--- config.mk ---
export PLATFORM = sky130hd
export DESIGN_NAME = ysyx_22050550_dcache
export DESIGN_NICKNAME = d
export VERILOG_FILES = /design/src/rtl/ysyx_22050550_dcache.sv
export SDC_FILE = /design/constraint.sdc
export NUM_CORES = 2
export LEC_CHECK = 0
export CORE_MARGIN = 2
export CORE_UTILIZATION = 45
export CTS_CLUSTER_SIZE = 28
export DETAILED_ROUTE_END_ITERATION = 12
export PLACE_DENSITY = 0.7
export SLEW_MARGIN = 20
export SYNTH_ARGS = -nofsm -noshare
export SYNTH_HDL_FRONTEND = slang
export SYNTH_MEMORY_MAX_BITS = 65536
export SYNTH_SLANG_ARGS = --single-unit
--- constraint.sdc ---
create_clock -name clock -period 4.3 [get_ports clock]
set_clock_uncertainty 0.05 [all_clocks]
set_input_delay 0.645 -clock clock [delete_from_list [all_inputs] [get_ports clock]]
set_output_delay 0.645 -clock clock [all_outputs]
set_load 0.02 [all_outputs]
--- src/rtl/ysyx_22050550_dcache.sv ---
// ysyx_22050550_dcache
// Direct-mapped, write-through, no-write-allocate data cache between the LSU
// request port and an AXI4 master. Refills whole lines with an INCR burst;
// stores always go to memory as single-beat writes and finish on the B response.

module ysyx_22050550_dcache #(
    parameter int LINES      = 16,
    parameter int LINE_WORDS = 4
) (
    input  logic        clock,
    input  logic        reset,

    // LSU side
    input  logic        io_Cache_valid,
    input  logic        io_Cache_op,
    input  logic [63:0] io_Cache_addr,
    input  logic [63:0] io_Cache_wdata,
    input  logic [7:0]  io_Cache_wmask,
    output logic [63:0] io_Cache_data,
    output logic        io_Cache_dataok,

    // AXI read address channel
    output logic        io_ar_valid,
    input  logic        io_ar_ready,
    output logic [63:0] io_ar_addr,
    output logic [7:0]  io_ar_len,
    output logic [2:0]  io_ar_size,
    output logic [1:0]  io_ar_burst,

    // AXI read data channel
    input  logic        io_r_valid,
    input  logic [63:0] io_r_rdata,
    input  logic        io_r_last,
    output logic        io_r_ready,

    // AXI write address channel
    output logic        io_aw_valid,
    input  logic        io_aw_ready,
    output logic [63:0] io_aw_addr,
    output logic [7:0]  io_aw_len,
    output logic [2:0]  io_aw_size,
    output logic [1:0]  io_aw_burst,

    // AXI write data channel
    output logic        io_w_valid,
    input  logic        io_w_ready,
    output logic [63:0] io_w_data,
    output logic [7:0]  io_w_strb,
    output logic        io_w_last,

    // AXI write response channel
    input  logic        io_b_valid,
    output logic        io_b_ready
);

    localparam int OFF_BITS  = $clog2(LINE_WORDS * 8);
    localparam int IDX_BITS  = $clog2(LINES);
    localparam int WSEL_BITS = (LINE_WORDS > 1) ? $clog2(LINE_WORDS) : 1;
    localparam int TAG_BITS  = 32 - OFF_BITS - IDX_BITS;
    localparam int CNT_BITS  = WSEL_BITS + 1;

    localparam logic [CNT_BITS-1:0] CNT_FULL = CNT_BITS'(LINE_WORDS);

    typedef enum logic [2:0] {
        S_IDLE,
        S_LOOKUP,
        S_AR,
        S_R,
        S_AW,
        S_W,
        S_B,
        S_RESP
    } state_t;

    state_t state_q;
    state_t next_state;

    logic                req_op;
    logic [63:0]         req_addr;
    logic [63:0]         req_wdata;
    logic [7:0]          req_wmask;
    logic [CNT_BITS-1:0] beat_cnt;

    logic [LINES-1:0]    valid_q;
    logic [TAG_BITS-1:0] tag_q  [LINES];
    logic [63:0]         data_q [LINES][LINE_WORDS];

    logic [IDX_BITS-1:0]  req_idx;
    logic [TAG_BITS-1:0]  req_tag;
    logic [WSEL_BITS-1:0] req_wsel;
    logic                 hit;
    logic [63:0]          rd_word;

    assign req_idx  = req_addr[OFF_BITS +: IDX_BITS];
    assign req_tag  = req_addr[OFF_BITS + IDX_BITS +: TAG_BITS];
    assign req_wsel = req_addr[3 +: WSEL_BITS];
    assign hit      = valid_q[req_idx] && (tag_q[req_idx] == req_tag);
    assign rd_word  = data_q[req_idx][req_wsel];

    // Burst shape fields never change
    assign io_ar_size  = 3'd3;
    assign io_ar_burst = 2'b01;
    assign io_aw_size  = 3'd3;
    assign io_aw_burst = 2'b01;
    assign io_w_last   = 1'b1;

    // State register, forced back to IDLE asynchronously by reset
    always_ff @(posedge clock or negedge reset) begin
        if (!reset) begin
            state_q <= S_IDLE;
        end else begin
            state_q <= next_state;
        end
    end

    // Next-state decode and state-driven outputs
    always_comb begin
        next_state      = state_q;
        io_Cache_data   = 64'd0;
        io_Cache_dataok = 1'b0;
        io_ar_valid     = 1'b0;
        io_ar_addr      = 64'd0;
        io_ar_len       = 8'd0;
        io_r_ready      = 1'b0;
        io_aw_valid     = 1'b0;
        io_aw_addr      = 64'd0;
        io_aw_len       = 8'd0;
        io_w_valid      = 1'b0;
        io_w_data       = 64'd0;
        io_w_strb       = 8'd0;
        io_b_ready      = 1'b0;
        case (state_q)
            S_IDLE: begin
                if (io_Cache_valid) begin
                    next_state = S_LOOKUP;
                end
            end
            S_LOOKUP: begin
                if (req_op) begin
                    next_state = S_AW;
                end else if (hit) begin
                    next_state = S_RESP;
                end else begin
                    next_state = S_AR;
                end
            end
            S_AR: begin
                io_ar_valid = 1'b1;
                io_ar_addr  = {req_addr[63:OFF_BITS], {OFF_BITS{1'b0}}};
                io_ar_len   = 8'(LINE_WORDS - 1);
                if (io_ar_ready) begin
                    next_state = S_R;
                end
            end
            S_R: begin
                io_r_ready = 1'b1;
                if (io_r_valid && io_r_last) begin
                    next_state = S_RESP;
                end
            end
            S_AW: begin
                io_aw_valid = 1'b1;
                io_aw_addr  = {req_addr[63:3], 3'b000};
                if (io_aw_ready) begin
                    next_state = S_W;
                end
            end
            S_W: begin
                io_w_valid = 1'b1;
                io_w_data  = req_wdata;
                io_w_strb  = req_wmask;
                if (io_w_ready) begin
                    next_state = S_B;
                end
            end
            S_B: begin
                io_b_ready = 1'b1;
                if (io_b_valid) begin
                    next_state = S_RESP;
                end
            end
            S_RESP: begin
                io_Cache_dataok = 1'b1;
                if (!req_op) begin
                    io_Cache_data = rd_word >> {req_addr[2:0], 3'b000};
                end
                next_state = S_IDLE;
            end
            default: begin
                next_state = S_IDLE;
            end
        endcase
    end

    // Request latch, refill beat counter and line valid bits
    always_ff @(posedge clock or negedge reset) begin
        if (!reset) begin
            req_op    <= 1'b0;
            req_addr  <= 64'd0;
            req_wdata <= 64'd0;
            req_wmask <= 8'd0;
            beat_cnt  <= '0;
            valid_q   <= '0;
        end else begin
            if (state_q == S_IDLE && io_Cache_valid) begin
                req_op    <= io_Cache_op;
                req_addr  <= io_Cache_addr;
                req_wdata <= io_Cache_wdata;
                req_wmask <= io_Cache_wmask;
            end
            if (state_q == S_AR && io_ar_ready) begin
                beat_cnt <= '0;
            end
            if (state_q == S_R && io_r_valid) begin
                if (beat_cnt < CNT_FULL) begin
                    beat_cnt <= beat_cnt + 1'b1;
                end
                if (io_r_last) begin
                    valid_q[req_idx] <= 1'b1;
                end
            end
        end
    end

    // Tag and data arrays: refill beats, tag on the last beat, store-hit merge
    always_ff @(posedge clock) begin
        if (state_q == S_R && io_r_valid) begin
            if (beat_cnt < CNT_FULL) begin
                data_q[req_idx][beat_cnt[WSEL_BITS-1:0]] <= io_r_rdata;
            end
            if (io_r_last) begin
                tag_q[req_idx] <= req_tag;
            end
        end
        if (state_q == S_LOOKUP && req_op && hit) begin
            for (int b = 0; b < 8; b++) begin
                if (req_wmask[b]) begin
                    data_q[req_idx][req_wsel][b*8 +: 8] <= req_wdata[b*8 +: 8];
                end
            end
        end
    end

endmodule

==> impl_summary.md <==
Status
The flow ran to the end, but the final reports show violations. The final reports fail on setup timing.

STA
The relative slew slack is 0.0914. Setup repair after global routing could not meet its margin everywhere. The routed design could run at a clock period as short as 5.53 ns. On the final layout, the worst hold slack is 0.0903 ns. The hold violation count in the final report is 0. The final worst slack is -1.23 ns.

Of the available clock period, the critical path in the final layout requires 1.29. For this run, the top clock speed supported by timing is 0.181 GHz. The count of pins over their slew limit was 0. The actual transition at the worst max-transition pin is 1.35 ns. The setup violation total in the final timing report is 8334.

Detailed routing
The final routed wirelength across all metal layers is 556 mm. The residual DRC count is 0. The violation count after the first detailed-route iteration is 13555. The remaining antenna violation count after routing is 0. Before antenna repair, the detailed router went through 6 iterations. Detailed routing inserted a total of 104751 vias. Dividing the detail-routed wire length by the instance count gives 32.6 um. In the routed layout, each cell is associated on average with a via count of 6.14.

Floorplan
The initialized floorplan defines 236 standard-cell rows. The overall die area is 420000 um^2. 507 I/O pins were placed. The total area inside the core boundary comes to 413000 um^2. The initial utilization of the core area, before any placement, comes to 0.452. The die span in x is 648 um. The vertical extent of the die is 648 um.

Clocking
The master cell of the clock root buffer is sky130_fd_sc_hd__clkbuf_16. CTS built an H-tree with a depth of 5. The clock passes through at most 4 buffers. TritonCTS built the clock tree. The clock net sink count is 4623. The total clock buffers created by CTS is 449. Clock-pin slew was measured on the worst setup and hold paths at 0.06 ns. Clock latency on the worst-skew pair, taken at its later pin, is 1.01 ns.

Synth
The share of flip-flops with an asynchronous set or reset is 0.0344. The post-synthesis instance area is 187000 um^2. By area, the combinational part of the netlist is dominated by multiplexers. The number of warnings reported in the yosys synthesis log is 0. Dividing the synthesized area by the synthesized cell count gives 20.5 um^2. The portion of synthesized area spent on multiplexers is 0.188. The synthesized design contains 4623 register bits. The area share of and/or/nand/nor cells after synthesis is 0.0318. The distinct cell type count after synthesis is 77. The fraction of the mapped netlist area in compound gates is 0.0226. The cell count after synthesis came out at 9111. The synthesized-area fraction occupied by adder cells is 0.000268. In the synthesized netlist the dominant register cell turns out to be sky130_fd_sc_hd__edfxtp_1. Of the total synthesized cell area, the portion taken by XOR and XNOR cells is 0.00103. Of the synthesized area, sequential elements account for 0.739. Counting flops with a built-in enable in the synthesized netlist gives 4464.

Worst setup path
The minimum setup slack among reg-to-reg paths is -0.70 ns. The highest net fanout along the worst path is 7. The worst setup path endpoint is io_Cache_data[1]. The launch point of the critical path is req_addr[5].

The count of cells along the worst register-to-register path is 14. The worst reg2reg path startpoint is req_addr[5]. For the worst setup path, the data arrival time is 4.84 ns. The kind of launch point of the worst setup path is a flip-flop.

The critical path capture point type is an output pin. The endpoint identified for the worst register-to-register timing path is data_q[13][84]. The critical path class is reg -> out. The critical path required time is 3.61 ns.

Hold path
The tightest min-delay check is of the in -> async type.

Power
Across the VDD grid, the largest voltage drop is 0.000462 V. The power density over the cells is 665 nW/um^2. The total leakage power is 76.5 nW.

Global route
The wire length of the first global-routing pass is 774 mm. The maximum number of pins on one net before global-route repair is 91. The global route total overflow is 0. The overall fraction of global-route tracks in use is 0.259.

The initial antenna violation count is 35. The via count of the first global-routing pass is 104862.

Cells and area
The post-layout instance area is 230000 um^2. The fraction of layout cells with a size suffix above 1 is 0.383. The final net count is 11380. The fraction of the core area covered by cells at the end of the flow is 0.555. Relative to the synthesized area, the layout overhead comes to 22.9%.

Placement
Once placement finished, the instance area stood at 209000 um^2. Once detailed placement completed, the half-perimeter wirelength came to 370 mm. At the end of routability-driven placement, the weighted congestion stood at 0.923. In this run the tool buffered the top-level ports with 473 buffer cells.

Run
The number of violations of the max-capacitance limit is 0.
flip-flops by register name (all words and copies together) (netlist names):
signal	cells
valid_q	16
beat_cnt	3
tag_q	368
req_addr	64
state_q	3
req_op	1
req_wmask	8
data_q	4096
req_wdata	64
through the flow:
stage / std cells / setup slack [ns] / setup TNS [ns] / total power, mW
2_1_floorplan: 9142 / 0.00742 / 0 / 80.9
3_3_place_gp: 15977 / -1.10 / -6308.14 / 105
3_5_place_dp: 15977 / -0.993 / -6893.37 / 106
4_1_cts: 16930 / -1.26 / -6824.58 / 149
5_1_grt: 17031 / -1.36 / -5554.70 / 156
6_report: 17057 / -1.23 / -4361.69 / 153
power by group:
group | total (mW) | leakage, nW | internal [mW] | switching (mW)
registers | 53.5 | 42.1 | 51.2 | 2.28
logic | 59.5 | 27.2 | 27.4 | 32.1
clock network | 39.8 | 7.19 | 22.7 | 17.0
total | 153 | 76.5 | 101 | 51.4
worst min-delay path by stage:
| stage | startpoint | to | slack (ns) | depth (start not counted) |
|---|---|---|---|---|
| after floorplan | reset | beat_cnt[0] | 0.30 | 0 |
| after global placement | valid_q[5] | valid_q[5] | 0.40 | 1 |
| after detailed placement | valid_q[2] | valid_q[2] | 0.40 | 1 |
| after CTS | reset | req_wdata[34] | 0.07 | 2 |
| after global routing | reset | req_wdata[34] | 0.08 | 2 |
| final | reset | req_wdata[34] | 0.09 | 2 |
routing by layer:
layer	up-vias	track usage	wire length [um]
met5	-	0	325
met4	14	0.125	30900
met3	1272	0.0606	63200
met2	6715	0.414	264000
met1	54952	0.337	198000
li1	41798	-	-
logic make-up after synthesis:
kind of cell | Yosys count
and+or+nand+nor | 1221
buffers and inverters | 663
muxes | 1911
DFF | 4623
other | 2
adders and majority gates | 4
AOI/OAI and AO/OA | 665
xor gates and xnor gates | 22
Yosys cell counts (17+ instances only):
master,number,area (um^2)
sky130_fd_sc_hd__a31oi_1,36,225
sky130_fd_sc_hd__mux2i_1,281,2810
sky130_fd_sc_hd__mux4_2,1228,27700
sky130_fd_sc_hd__nor2_1,366,1370
sky130_fd_sc_hd__a22oi_1,98,736
sky130_fd_sc_hd__o211ai_1,32,240
sky130_fd_sc_hd__xnor2_1,20,175
sky130_fd_sc_hd__nand2_1,409,1540
sky130_fd_sc_hd__inv_1,18,67.6
sky130_fd_sc_hd__a21oi_1,291,1460
sky130_fd_sc_hd__buf_6,24,270
sky130_fd_sc_hd__buf_4,115,863
sky130_fd_sc_hd__mux2_2,348,3920
sky130_fd_sc_hd__o21ai_0,47,235
sky130_fd_sc_hd__buf_1,56,210
sky130_fd_sc_hd__clkbuf_1,327,1230
sky130_fd_sc_hd__o22ai_1,22,138
sky130_fd_sc_hd__buf_2,112,561
sky130_fd_sc_hd__nor3_1,23,115
sky130_fd_sc_hd__edfxtp_1,4464,134000
sky130_fd_sc_hd__and3_1,83,519
sky130_fd_sc_hd__and2_1,140,876
sky130_fd_sc_hd__nand3_1,104,521
sky130_fd_sc_hd__or2_2,17,106
sky130_fd_sc_hd__a32oi_1,48,420
sky130_fd_sc_hd__dfrtp_1,159,3980
sky130_fd_sc_hd__mux2_4,24,360
sky130_fd_sc_hd__mux2_1,30,338
cells in the final DEF, fill, tap and decap left out, types with 32 or more instances in the layout:
master	instances
sky130_fd_sc_hd__and2_1	131
sky130_fd_sc_hd__buf_4	1358
sky130_fd_sc_hd__mux4_2	1228
sky130_fd_sc_hd__nor2_1	309
sky130_fd_sc_hd__edfxtp_1	4464
sky130_fd_sc_hd__diode_2	33
sky130_fd_sc_hd__o211ai_1	32
sky130_fd_sc_hd__nand3_1	86
sky130_fd_sc_hd__clkbuf_16	466
sky130_fd_sc_hd__bufinv_16	52
sky130_fd_sc_hd__clkinv_1	98
sky130_fd_sc_hd__a21oi_1	264
sky130_fd_sc_hd__clkdlybuf4s50_1	408
sky130_fd_sc_hd__mux2i_1	244
sky130_fd_sc_hd__mux2_2	333
sky130_fd_sc_hd__conb_1	33
sky130_fd_sc_hd__buf_12	196
sky130_fd_sc_hd__buf_6	165
sky130_fd_sc_hd__nor2_4	42
sky130_fd_sc_hd__dfrtp_1	149
sky130_fd_sc_hd__nand2_1	367
sky130_fd_sc_hd__buf_16	39
sky130_fd_sc_hd__and3_1	72
sky130_fd_sc_hd__mux2_4	40
sky130_fd_sc_hd__clkbuf_1	97
sky130_fd_sc_hd__clkinv_2	82
sky130_fd_sc_hd__a32oi_1	38
sky130_fd_sc_hd__a22oi_1	77
worst max-delay path, cell delays in order (launching register included):
cell                       delay (ns)
sky130_fd_sc_hd__dfrtp_4         0.50
sky130_fd_sc_hd__buf_12          0.16
sky130_fd_sc_hd__buf_16          0.16
sky130_fd_sc_hd__buf_12          0.15
sky130_fd_sc_hd__buf_16          0.15
sky130_fd_sc_hd__buf_12          0.13
sky130_fd_sc_hd__mux4_2          0.48
sky130_fd_sc_hd__mux4_2          0.61
sky130_fd_sc_hd__mux2i_1         0.22
sky130_fd_sc_hd__nand2_1         0.07
sky130_fd_sc_hd__a31oi_1         0.23
sky130_fd_sc_hd__buf_4           0.22
sky130_fd_sc_hd__o211ai_1        0.31
sky130_fd_sc_hd__buf_4           0.27
sky130_fd_sc_hd__buf_6           0.12
cell type report:
class | instances | area (um^2)
fillers | 30058 | 184000
flip-flops and latches | 4623 | 138000
multi-input cells | 3857 | 47700
repair buffers | 2213 | 22000
clock buffers | 561 | 11900
well taps | 5474 | 6850
clock inverters | 274 | 2900
inverters | 22 | 100
diodes | 33 | 82.6
what timing repair did:
item	in CTS	in global routing
pin swaps	51	83
setup endpoints to repair	8341	8374
gates resized for setup	478	390
hold buffers	1	0
hold endpoints to repair	159	0
buffers inserted	103	109
cloned	22	9
Note: power is estimated with default switching activity, not from simulation.
